`src/rtl/gpu_timing_pkg.sv`:
```
// Raster timing constants shared by the GPU display stages (640x480 @ 4 clks/pixel).
package gpu_timing_pkg;
   localparam int CLK_DIV = 4;

   localparam int H_VISIBLE = 640;
   localparam int H_FRONT   = 16;
   localparam int H_SYNC    = 96;
   localparam int H_BACK    = 48;
   localparam int H_TOTAL   = H_VISIBLE + H_FRONT + H_SYNC + H_BACK;

   localparam int V_VISIBLE = 480;
   localparam int V_FRONT   = 10;
   localparam int V_SYNC    = 2;
   localparam int V_BACK    = 33;
   localparam int V_TOTAL   = V_VISIBLE + V_FRONT + V_SYNC + V_BACK;

   localparam int CYCLE_W    = 10;
   localparam int LINE_W     = 10;
   localparam int SCANLINE_W = 9;

   localparam logic SYNC_ACTIVE = 1'b0;

   // Half-open window test used for the sync pulses.
   function automatic logic in_range(input int v, input int lo, input int hi);
      return (v >= lo) && (v < hi);
   endfunction
endpackage

```
`src/rtl/pixel_prescaler.sv`:
```
// Divides the system clock into a registered one-clk pixel strobe, every DIV clocks.
module pixel_prescaler
   import gpu_timing_pkg::*;
#(
   parameter int DIV = CLK_DIV
) (
   input  logic clk,
   input  logic rst,
   output logic pixel_strobe
);
   localparam int CNT_W = (DIV > 1) ? $clog2(DIV) : 1;
   localparam logic [CNT_W-1:0] LAST = CNT_W'(DIV - 1);

   logic [CNT_W-1:0] count, count_nxt;

   always_comb begin
      count_nxt = (count == LAST) ? '0 : count + 1'b1;
   end

   // Strobe is registered against the next count so it is high exactly while count==LAST.
   always_ff @(posedge clk or negedge rst) begin
      if (!rst) begin
         count        <= '0;
         pixel_strobe <= 1'b0;
      end else begin
         count        <= count_nxt;
         pixel_strobe <= (count_nxt == LAST);
      end
   end
endmodule

```
`src/rtl/video_timing_gen.sv`:
```
// Free-running raster timing generator: position counters, sync/blank flags, frame pulse, vblank IRQ.
// Define TIMING_SYNC_DELAY_EN to delay the sync/blank/visible flags by one pixel period.
module video_timing_gen
   import gpu_timing_pkg::*;
#(
   parameter int   CLK_DIV     = gpu_timing_pkg::CLK_DIV,
   parameter int   H_VISIBLE   = gpu_timing_pkg::H_VISIBLE,
   parameter int   H_FRONT     = gpu_timing_pkg::H_FRONT,
   parameter int   H_SYNC      = gpu_timing_pkg::H_SYNC,
   parameter int   H_BACK      = gpu_timing_pkg::H_BACK,
   parameter int   V_VISIBLE   = gpu_timing_pkg::V_VISIBLE,
   parameter int   V_FRONT     = gpu_timing_pkg::V_FRONT,
   parameter int   V_SYNC      = gpu_timing_pkg::V_SYNC,
   parameter int   V_BACK      = gpu_timing_pkg::V_BACK,
   parameter logic SYNC_ACTIVE = gpu_timing_pkg::SYNC_ACTIVE
) (
   input  logic                  clk,
   input  logic                  rst,
   output logic                  pixel_strobe,
   output logic [CYCLE_W-1:0]    cycle,
   output logic [SCANLINE_W-1:0] scanline,
   output logic                  hsync,
   output logic                  vsync,
   output logic                  hblank,
   output logic                  vblank,
   output logic                  visible,
   output logic                  frame_start,
   output logic [7:0]            frame_count,
   output logic                  vblank_irq,
   input  logic                  irq_ack
);
   localparam int H_TOTAL  = H_VISIBLE + H_FRONT + H_SYNC + H_BACK;
   localparam int V_TOTAL  = V_VISIBLE + V_FRONT + V_SYNC + V_BACK;
   localparam int HS_START = H_VISIBLE + H_FRONT;
   localparam int HS_END   = HS_START + H_SYNC;
   localparam int VS_START = V_VISIBLE + V_FRONT;
   localparam int VS_END   = VS_START + V_SYNC;

   logic [CYCLE_W-1:0] cycle_nxt;
   logic [LINE_W-1:0]  line, line_nxt;
   logic h_wrap, v_last, frame_wrap, irq_set;
   logic hsync_d, vsync_d, hblank_d, vblank_d;
   logic hsync_q, vsync_q, hblank_q, vblank_q, visible_q;

   pixel_prescaler #(.DIV(CLK_DIV)) u_prescaler (
      .clk          (clk),
      .rst          (rst),
      .pixel_strobe (pixel_strobe)
   );

   always_comb begin
      h_wrap     = pixel_strobe && (cycle == CYCLE_W'(H_TOTAL - 1));
      v_last     = (line == LINE_W'(V_TOTAL - 1));
      frame_wrap = h_wrap && v_last;
      cycle_nxt  = cycle;
      line_nxt   = line;
      if (pixel_strobe) cycle_nxt = h_wrap ? '0 : cycle + 1'b1;
      if (h_wrap)       line_nxt  = v_last ? '0 : line + 1'b1;
      irq_set    = h_wrap && (line_nxt == LINE_W'(V_VISIBLE));
   end

   // Flags decode the next position so they move on the same edge as the counters.
   always_comb begin
      hblank_d = (cycle_nxt >= CYCLE_W'(H_VISIBLE));
      vblank_d = (line_nxt >= LINE_W'(V_VISIBLE));
      hsync_d  = in_range(int'(cycle_nxt), HS_START, HS_END) ? SYNC_ACTIVE : ~SYNC_ACTIVE;
      vsync_d  = in_range(int'(line_nxt), VS_START, VS_END) ? SYNC_ACTIVE : ~SYNC_ACTIVE;
   end

   always_ff @(posedge clk or negedge rst) begin
      if (!rst) begin
         cycle       <= '0;
         line        <= '0;
         frame_count <= '0;
         frame_start <= 1'b0;
         vblank_irq  <= 1'b0;
         hsync_q     <= ~SYNC_ACTIVE;
         vsync_q     <= ~SYNC_ACTIVE;
         hblank_q    <= 1'b0;
         vblank_q    <= 1'b0;
         visible_q   <= 1'b1;
      end else begin
         cycle       <= cycle_nxt;
         line        <= line_nxt;
         frame_start <= frame_wrap;
         if (frame_wrap) frame_count <= frame_count + 1'b1;
         if (irq_set)      vblank_irq <= 1'b1;
         else if (irq_ack) vblank_irq <= 1'b0;
         hsync_q     <= hsync_d;
         vsync_q     <= vsync_d;
         hblank_q    <= hblank_d;
         vblank_q    <= vblank_d;
         visible_q   <= ~hblank_d & ~vblank_d;
      end
   end

   assign scanline = line[SCANLINE_W-1:0];

`ifdef TIMING_SYNC_DELAY_EN
   // One-pixel lag to line up with the fetch stage's pipeline latency.
   always_ff @(posedge clk or negedge rst) begin
      if (!rst) begin
         hsync   <= ~SYNC_ACTIVE;
         vsync   <= ~SYNC_ACTIVE;
         hblank  <= 1'b0;
         vblank  <= 1'b0;
         visible <= 1'b0;
      end else if (pixel_strobe) begin
         hsync   <= hsync_q;
         vsync   <= vsync_q;
         hblank  <= hblank_q;
         vblank  <= vblank_q;
         visible <= visible_q;
      end
   end
`else
   assign hsync   = hsync_q;
   assign vsync   = vsync_q;
   assign hblank  = hblank_q;
   assign vblank  = vblank_q;
   assign visible = visible_q;
`endif
endmodule
```
`config.mk`:
```
export PLATFORM = sky130hd
export DESIGN_NAME = video_timing_gen
export DESIGN_NICKNAME = d
export VERILOG_FILES = /design/src/rtl/gpu_timing_pkg.sv /design/src/rtl/pixel_prescaler.sv /design/src/rtl/video_timing_gen.sv
export SDC_FILE = /design/constraint.sdc
export NUM_CORES = 1
export LEC_CHECK = 0
export CORE_ASPECT_RATIO = 0.9
export CORE_MARGIN = 10
export CORE_UTILIZATION = 35
export CTS_CLUSTER_DIAMETER = 80
export DETAILED_ROUTE_END_ITERATION = 8
export SLEW_MARGIN = 10
export SYNTH_ARGS = -nofsm -noshare
export SYNTH_HDL_FRONTEND = slang
export SYNTH_SLANG_ARGS = --single-unit
export TNS_END_PERCENT = 30
```
`constraint.sdc`:
```
create_clock -name clk -period 2.8 [get_ports clk]
set_input_delay 0.7 -clock clk [delete_from_list [all_inputs] [get_ports clk]]
set_output_delay 0.7 -clock clk [all_outputs]
set_load 0.005 [all_outputs]
```
; ---- After elaboration in Yosys (flattened, before gate mapping)
; Index checks and enable logic that the tools add are counted.
[op_classes]
n_lt_le_gt_ge = 6
bitwise = 3
n_mul = 0
addsub = 4
n_eq_ne = 5
n_reduce_logical = 6
shift = 0
div = 0
mux = 9
[op_table]
columns = cell, n
row1 = $mux W10, 4
row2 = $add A10 B1 Y10 const B, 2
row3 = $eq A10 B10 Y1 const B, 2
row4 = $ge A10 B10 Y1 const B, 2
row5 = $ge A10 B9 Y1 const B, 2
row6 = $eq A10 B9 Y1 const B, 1
row7 = $lt A10 B10 Y1 const B, 1
row8 = $lt A10 B9 Y1 const B, 1
row9 = $add A8 B1 Y8 const B, 1
row10 = $logic_and A1 B1 Y1, 5
row11 = $eq A2 B2 Y1 const B, 2
row12 = $mux W1, 4
row13 = $add A2 B1 Y2 const B, 1
row14 = $mux W2, 1
row15 = $not A1 Y1, 2
row16 = $reduce_bool A2 Y1, 1
row17 = $and A1 B1 Y1, 1
[word_totals]
reg_bits = 38
rom_bits = 0
in_bits = 3
word_cells = 45
memories = 0
ramBits = 0
latch_bits = 0

; ---- Logic depth before layout (Yosys ltp)
; Gate-level depths: netlist (run 1).
[logic_depth]
depth_word = 7
ltp_mapped = 9
depth_no_buf = 8

; ---- Hierarchy
; Synthesis (run 1) repeated with hierarchy kept, for this count alone.
[unflattened]
cells_unflattened = 205
hier_area_um2 = 2052.0
[modules_own_cells]
columns = mod, instances, cells_each, area_per_inst_um2, seq_area_each_um2
row1 = video_timing_gen, 1, 197, 1940.6, 879.6
row2 = pixel_prescaler, 1, 8, 111.4, 75.1

; ---- Worst setup path after synthesis (run 1)
; OpenSTA, ideal clock, no wires.
[synth_timing]
kind = register -> register
from = reg cycle[0]
to = reg vblank_q (netlist: vblank)
setup_ps = 127
path_buffers = 2
path_stages_with_launch = 10
required_time_ps = 2673
arrival_ps = 1984
period_less_slack_ps = 2111
slack_ps = 689
path_cell_list = dfrtp_1 -> ha_1 -> and4_1 -> buf_2 -> and4_1 -> buf_4 -> nand2_1 -> o311ai_2 -> a211oi_2 -> or2_2
[synth_between]
elab_chain_cells = 4
[synth_lines]
columns = element, line_no
row1 = start: declaration, video_timing_gen.sv:20  ; output logic [CYCLE_W-1:0] cycle,
row2 = start signal: assignment, video_timing_gen.sv:83  ; cycle <= cycle_nxt;
row3 = $eq A10 B10 Y1, video_timing_gen.sv:52  ; h_wrap = pixel_strobe && (cycle == CYCLE_W'(H_TOTAL - 1));
row4 = $logic_and A1 B1 Y1, video_timing_gen.sv:52
row5 = $mux W10, video_timing_gen.sv:58  ; if (h_wrap) line_nxt = v_last ? '0 : line + 1'b1;
row6 = $ge A10 B9 Y1, video_timing_gen.sv:65  ; vblank_d = (line_nxt >= LINE_W'(V_VISIBLE));
row7 = net vblank_d, video_timing_gen.sv:42  ; logic hsync_d, vsync_d, hblank_d, vblank_d;
row8 = end signal: assignment, video_timing_gen.sv:92  ; vblank_q <= vblank_d;
row9 = end: declaration, video_timing_gen.sv:43  ; logic hsync_q, vsync_q, hblank_q, vblank_q, visible_q;
; The timed path passes the listed nets, and every way through them passes these cells.
; A chain may end at the register's enable or synchronous reset.

; ---- Worst setup path after layout (run 1)
[layout_timing]
from = reg cycle[0]
to = reg vblank_irq
[layout_between]
elab_chain_cells = 6
word_cells_on_any_way = 7
classes_between = eq/ne (2) / mux (2) / reduce/logical (3)
[layout_lines]
columns = element, line_no
row1 = $eq A10 B10 Y1 *, video_timing_gen.sv:52
row2 = $logic_and A1 B1 Y1 *, video_timing_gen.sv:52
row3 = $mux W10, video_timing_gen.sv:58
row4 = $eq A10 B9 Y1, video_timing_gen.sv:59  ; irq_set = h_wrap && (line_nxt == LINE_W'(V_VISIBLE));
row5 = $logic_and A1 B1 Y1 *, video_timing_gen.sv:59
row6 = $mux W1 / $reduce_bool A2 Y1 (equally long branches), --
row7 = end signal: assignment, video_timing_gen.sv:76  ; vblank_irq <= 1'b0;
row8 = end signal: assignment, video_timing_gen.sv:87  ; if (irq_set) vblank_irq <= 1'b1;
row9 = end signal: assignment, video_timing_gen.sv:88  ; else if (irq_ack) vblank_irq <= 1'b0;
row10 = end: declaration, video_timing_gen.sv:29  ; output logic vblank_irq,
; Every way passes the cells marked *; elsewhere a longest branch is shown, timed or not.

==> results summary, run 1 <==
The count of buffers from port buffering came out at 37. By count the netlist is led by dfrtp_1, nand2_1, nand3_1. Synthesis produced a netlist whose cell count is 211. The number of hold violations in the final report came out at 0.

The number of max-capacitance violations reported came out at 0. The leakage component of the power came out at 1.03 nW. The count of state elements after synthesis came out at 38. Dividing the synthesized area by the synthesized cell count gives 9.91 sq um. Entering global routing, the biggest net connects 39 pins. The run finished with clean final reports. The number of buffers created by CTS is 5. In this run the tightest slew margin relative to its limit is 43.5%. The number of buffers between clock root and the deepest sink is 2. After detailed routing, the number of vias per cell comes to 5.06. The fraction of layout instances using a drive strength above 1 came out at 11.4%. In this run the power spent charging and discharging nets is 204 uW. The largest fanout of any net on the critical path came out at 9.

The cell area after synthesis came out at 2090 sq um. The routed design has 4450 um of wire. The synthesized design devotes to its leading area cell type 41.9% of total area. The sequential share of power came out at 59.0%.

The total of fill cells in the finished design came out at 559. The boundary pin count came out at 38. The critical path capture point type is a flop.

The prevailing post-synth register cell is dfrtp_1. The final cell utilization of the core came out at 43.7%. 0 antenna diodes ended up in the layout. The H-tree was split into 2 levels.

The total DRC errors in the routed layout came out at 0. The number of distinct library cell variants in the gate-level netlist after synthesis came out at 46. The number of nets at the end of the flow came out at 244. The proportion of synthesized flip-flops having asynchronous set or reset is 100%. The number of antenna violations at the first check in global routing is 0.

Setup repair after global routing left no endpoint under its margin. The number of endpoints failing setup at the final stage is 0. Yosys instantiated no cell more often than dfrtp_1.

The DRC violation total after the first TritonRoute iteration is 53. The wire length per cell after detailed routing came out at 14.6 um. The fraction of the cycle the final worst path needs is 82.7%. Yosys printed 0 warnings. The least setup slack across all paths after layout is 0.485 ns. The via count came out at 1548. The sequential cell area fraction in the yosys report came out at 45.7%.

The count of flip-flops with a built-in enable after synthesis is 0. Counting every net in the synthesized netlist gives 220. TritonCTS built the clock tree. In this run the cell area measured after placement is 2420 sq um. The initial core utilization came out at 36.5%. The data required time at the worst endpoint is 3.03 ns. The finished layout cell area is 2500 sq um.

The insertion delay of the later-clocked pin in the worst-skew pair is 0.29 ns. The number of detailed-routing iterations run before antenna repair is 4. Ranked by total cell area, the synthesized netlist is headed by dfrtp_1, xnor2_1, dfstp_2. The final standard cell count with taps included and fillers excluded is 306. The root buffer cell is clkbuf_8. From left edge to right edge, the die measures 101 um.

The post-layout minimum cycle time is 2.32 ns. The worst-case vdd ir drop is 0.237 mV. The hold-fix buffer count after cts came out at 0. The total power per unit cell area is 372 nW/um^2. The post-route clock skew came out at 0.00877 ns. The combinational fraction of design power is 1.4%. Once the clock tree was built, the setup fixing pass inserted 0 buffers.

The final worst hold slack came out at 0.459 ns. The site row count came out at 26. The critical path in this run is classified as reg -> reg. The arrival time of data at the critical path endpoint is 2.55 ns. The overall fraction of global-route tracks in use came out at 9.86%. The min-delay analysis places its worst path in the category reg -> reg. In this run the remaining antenna-violating nets after routing total 0. The fraction of power spent switching nets came out at 21.9%.

The post-layout total power is 930 uW. The number of max-slew violations in the final report came out at 0. The worst slack at placement is 0.510 ns. dfrtp_1 takes more of the synthesized area than any other cell. The internal power consumption came out at 727 uW. The maximum achievable frequency came out at 432 MHz.

The fraction of power consumed by the clock network came out at 39.7%. STA classifies the critical path startpoint as a flop. In this run the vertical extent of the chip is 93.3 um. The post-cts resize count is 0.

The wire length of the first global-routing pass is 7560 um. The total area inside the core boundary comes to 5730 sq um. After legalization and detailed placement, the total HPWL measured 3200 um.

The global placement routability congestion is 0.801. In this run, placement finished with an instance count of 298. The layout overhead on the synthesized area is 19.7%. The via count of the first global-routing pass is 1494. The sum of negative setup slack is 0 ns. The clock net in this run drives a total of 38 sinks. The clock edge transition at the registers on the reported setup and hold paths came out at 0.08 ns. The total overflow left after global routing is 0. The transition time of the tightest slew-check pin is 0.847 ns.

The die area came out at 9470 sq um.
-- cell families (layout without fill, tap and decap cells) --
kind of cell,Yosys count,after routing,share of synthesized area [%]
multiplexers,2,2,1.08
flip-flops,38,38,45.7
adder cells (fa/ha/maj),6,6,3.59
buffers and inverters,34,59,8.86
AND/OR/NAND/NOR,82,82,23.3
AO/OA/AOI/OAI,29,29,9.16
XOR/XNOR,20,20,8.38
-- routing by layer --
layer | routed length (um) | vias to the layer above | GRT usage, %
li1 | - | 766 | -
met1 | 2150 | 741 | 13.2
met2 | 1850 | 34 | 13.5
met3 | 391 | 7 | 4.27
met4 | 63 | 0 | 3.83
met5 | 0 | - | 0
-- power by group through the flow --
stage / Sequential, mW / Combinational, mW / Clock, mW
floorplan: 0.559 / 0.000257 / 0
global placement: 0.559 / 0.0137 / 0
detailed placement: 0.559 / 0.0139 / 0
CTS: 0.548 / 0.0138 / 0.385
global route: 0.548 / 0.0153 / 0.404
finish: 0.549 / 0.0126 / 0.369
-- final timing paths --
check                                                      end                           start  slack, ns  cells after the start
worst max register to register          vblank_irq$_DFFE_PN0P_              cycle[0]$_DFF_PN0_       0.48                      7
max in group asynchronous                    line[0]$_DFF_PN0_                             rst       1.76                      1
worst min register to register  u_prescaler.count[0]$_DFF_PN0_  u_prescaler.count[0]$_DFF_PN0_       0.46                      1
worst min-delay path            u_prescaler.count[0]$_DFF_PN0_  u_prescaler.count[0]$_DFF_PN0_       0.46                      1
worst max-delay path                    vblank_irq$_DFFE_PN0P_              cycle[0]$_DFF_PN0_       0.48                      7
min in group asynchronous                   cycle[4]$_DFF_PN0_                             rst       0.51                      1
-- flip-flops by register name, summed over array words and instances (netlist names) --
name                      count
cycle                        10
line                         10
frame_count                   8
u_prescaler.count             2
frame_start                   1
hblank                        1
hsync                         1
u_prescaler.pixel_strobe      1
vblank                        1
vblank_irq                    1
visible                       1
vsync                         1
-- cell usage in the layout, fill, tap and decap left out, drive strengths merged, types with 2 or more instances in the layout --
master and n:
nand3 15, xnor2 12, nor3 6, xor2 8, mux2 2, dfstp 3, dfrtp 35, nor2 14
o21ai 12, or3 2, clkdlybuf4s50 36, and3 2, nand4 8, clkbuf 7, inv 12, nand2 20
nor4 3, or2 2, and4 3, a21oi 6, buf 3, a21boi 2, ha 6, o31ai 2
-- critical path, cell delays in order, from the launching register on --
cell and delay, ns:
dfrtp_1 0.43, ha_1 0.21, and4_1 0.38, and4_1 0.33, buf_4 0.20, nand3_1 0.10, a211oi_2 0.38, a32o_1 0.22
-- layout make-up --
class | count | area (sq um) | share of cell area (%)
Inverter | 12 | 45.0 | 1.80
Multi-Input combinational cell | 139 | 951 | 38.0
Tap cell | 70 | 87.6 | 3.50
Sequential cell | 38 | 955 | 38.2
Clock buffer | 7 | 76.3 | 3.05
Clock inverter | 1 | 7.51 | 0.300
Timing Repair Buffer | 39 | 380 | 15.2
Power figures use the tool's default switching activity.
==> run 2: changes to the inputs <==
Clock period 2.8 ns to 2.4 ns, I/O delays scaled along.
==> run 2 against run 1 <==
  * Combinational power is 15% higher
  * Global-route usage is 0.36 points higher
  * First-iteration DRC count is 32% higher
  * Critical path depth stayed put
  * Power is 41% higher
  * Final cell count is 2.6% higher
==> results summary, run 2 (synthesis results as in run 1) <==
Data on the critical path arrives at its endpoint at 2.33 ns. The sum of negative setup slack is 0 ns. The antenna violation net count after detailed routing is 0.

The setup fix buffers added after clock tree synthesis is 0. Setup repair after global routing left no endpoint under its margin. The number of antenna diodes in the final layout is 0. The cell that appears most often on the critical path is and4_1. The post-cts resize count came out at 0. The number of hold violations in the final report came out at 0. The total grt overflow came out at 0. The depth of the critical timing path with buffers and inverters included is 7. The area growth from synthesis to layout is 25.1%. Counting every sink on the clock net gives 38. The leakage component of the power came out at 1.11 nW. The finished layout cell area is 2620 sq um. Clock tree synthesis selected as its root buffer the cell clkbuf_8. The critical path ends at vblank$_DFF_PN0_.

The most frequent standard cell in the layout excluding fill and tap cells is clkdlybuf4s50_1. The number of nets at the end of the flow came out at 252. The fraction of the cycle the final worst path needs came out at 89.6%. The site row count came out at 26. The die area is 9470 sq um. The DRC violation total after the first TritonRoute iteration came out at 70. The number of max-slew violations in the final report came out at 0. The total DRC errors in the routed layout is 0. The vias per cell came out at 5.00. The wire length of the first global-routing pass came out at 7890 um. Among all stages on the critical path, the largest delay is contributed by dfrtp_1.

The maximum achievable frequency is 465 MHz. In this run the critical register-to-register path is launched from cycle[0]$_DFF_PN0_. The clock edge transition at the registers on the reported setup and hold paths came out at 0.08 ns. The number of endpoints failing setup at the final stage came out at 0. The number of antenna violations at the first check in global routing is 0. Dividing total power by cell area gives a power density of 500 nW/um^2. In the layout the commonest cells are clkdlybuf4s50_1, dfrtp_1, nand2_1. The number of max-capacitance violations reported is 0.

The fraction of layout instances using a drive strength above 1 is 15.2%. The transition time of the tightest slew-check pin came out at 0.833 ns. The post-layout minimum cycle time came out at 2.15 ns. The wire length per cell after detailed routing is 14.5 um. The sum of net half-perimeters after detailed placement came out at 3360 um. In this run, post-CTS hold repair placed 0 buffers. Global routing used 10.2% of the available tracks. The routed layout has 1570 vias. TritonCTS built the clock tree. Clock latency on the worst-skew pair, taken at its later pin, is 0.29 ns. The endpoint identified for the worst register-to-register timing path is vblank$_DFF_PN0_.

Across all hold checks on the routed design, the worst slack comes to 0.405 ns. The largest single stage delay on the critical path is 0.43 ns. The number of clock buffers added by TritonCTS is 5. The worst-case vdd ir drop is 0.208 mV.

During I/O placement, the number of pins put on the boundary was 38. In this run the worst hold path is classified as in -> async. The number of detailed-routing iterations run before antenna repair is 6. The floorplan die height came out at 93.3 um. The launch point of the critical path is cycle[0]$_DFF_PN0_.

The signal on the critical path passes through ha_1 > and4_1 > and4_1 > nand2_1 > o311ai_2 > a211oi_2 > or2_2. The clock arrives with 0.00588 ns of skew. The number of cells on the worst reg-to-reg path is 7. After floorplanning, the core was sized to cover 5730 sq um. The worst setup path is captured at a flop. The flow ran to the end, and the final reports show no timing, DRC or antenna violations. The worst path buffer plus inverter count came out at 0.

The maximum number of pins on one net before global-route repair came out at 39. Measured against its own limit, the worst slew margin works out to 44.5%. For flop-to-flop paths, the worst setup slack is 0.25 ns. Once layout is complete, the utilization of the core stands at 45.7%. The die span in x is 101 um. The data required time at the worst endpoint came out at 2.58 ns. The classification of the worst setup path is reg -> reg. The cell area reported after detailed placement is 2480 sq um. During placement, the flow inserted port buffers numbering 37. The type of origin of the critical path is a flop. The largest fanout of any net on the critical path came out at 6. The clock tree synthesis step divided the H-tree into 2 levels. The number of buffers between clock root and the deepest sink came out at 2. The global placement routability congestion is 0.831. The routed design has 4550 um of wire. The via count of the first global-routing pass came out at 1563. The largest registers in the layout are cycle (10), line (10), frame_count (8). The initial core utilization came out at 36.5%.

In this design, the largest share of critical-path delay is due to simple AND/OR/NAND/NOR gates.
==> run 2: cell types whose count changed in the layout (fill, tap and decap cells not counted) <==
cell,previous run,this run
buf_4,2,10
bufinv_16,0,2
clkbuf_1,2,0
clkinv_4,0,1
clkinvlp_4,1,0
==> run 2: layout make-up <==
class / instances / area (sq um)
fill: 564 / 3110
sequential: 38 / 955
multi-input combinational: 139 / 951
timing repair buffer: 47 / 440
tap: 70 / 87.6
clock buffer: 5 / 68.8
clock inverter: 3 / 68.8
inverter: 12 / 45.0
==> run 2: report_power, final <==
group / total [mW] / internal, mW / switching (mW)
Combinational: 0.0145 / 0.00212 / 0.0124
Sequential: 0.640 / 0.640 / 0
Clock: 0.654 / 0.416 / 0.237
Total: 1.31 / 1.06 / 0.250
==> run 2: layer usage <==
layer | track usage, % | vias up | wire length [um]
met1 | 13.9 | 752 | 2170
met2 | 14.4 | 29 | 1960
met4 | 3.13 | 0 | 52
met5 | 0 | - | 0
met3 | 4.05 | 6 | 364
li1 | - | 783 | -
==> run 2: worst min-delay path by stage <==
stage | end | startpoint | cells past startpoint
3_3_place_gp | u_prescaler.count[0]$_DFF_PN0_ | u_prescaler.count[0]$_DFF_PN0_ | 1
4_1_cts | line[8]$_DFF_PN0_ | rst | 1
6_report | frame_count[7]$_DFFE_PN0P_ | rst | 1
5_1_grt | line[8]$_DFF_PN0_ | rst | 1
3_5_place_dp | u_prescaler.count[0]$_DFF_PN0_ | u_prescaler.count[0]$_DFF_PN0_ | 1
2_1_floorplan | cycle[0]$_DFF_PN0_ | rst | 0
==> run 2: per-stage QoR <==
stage	instances	power (mW)	setup WS [ns]
6_report	314	1.31	0.250
3_3_place_gp	306	0.668	0.334
4_1_cts	314	1.33	0.236
5_1_grt	314	1.37	0.0744
2_1_floorplan	211	0.653	0.289
3_5_place_dp	306	0.669	0.253
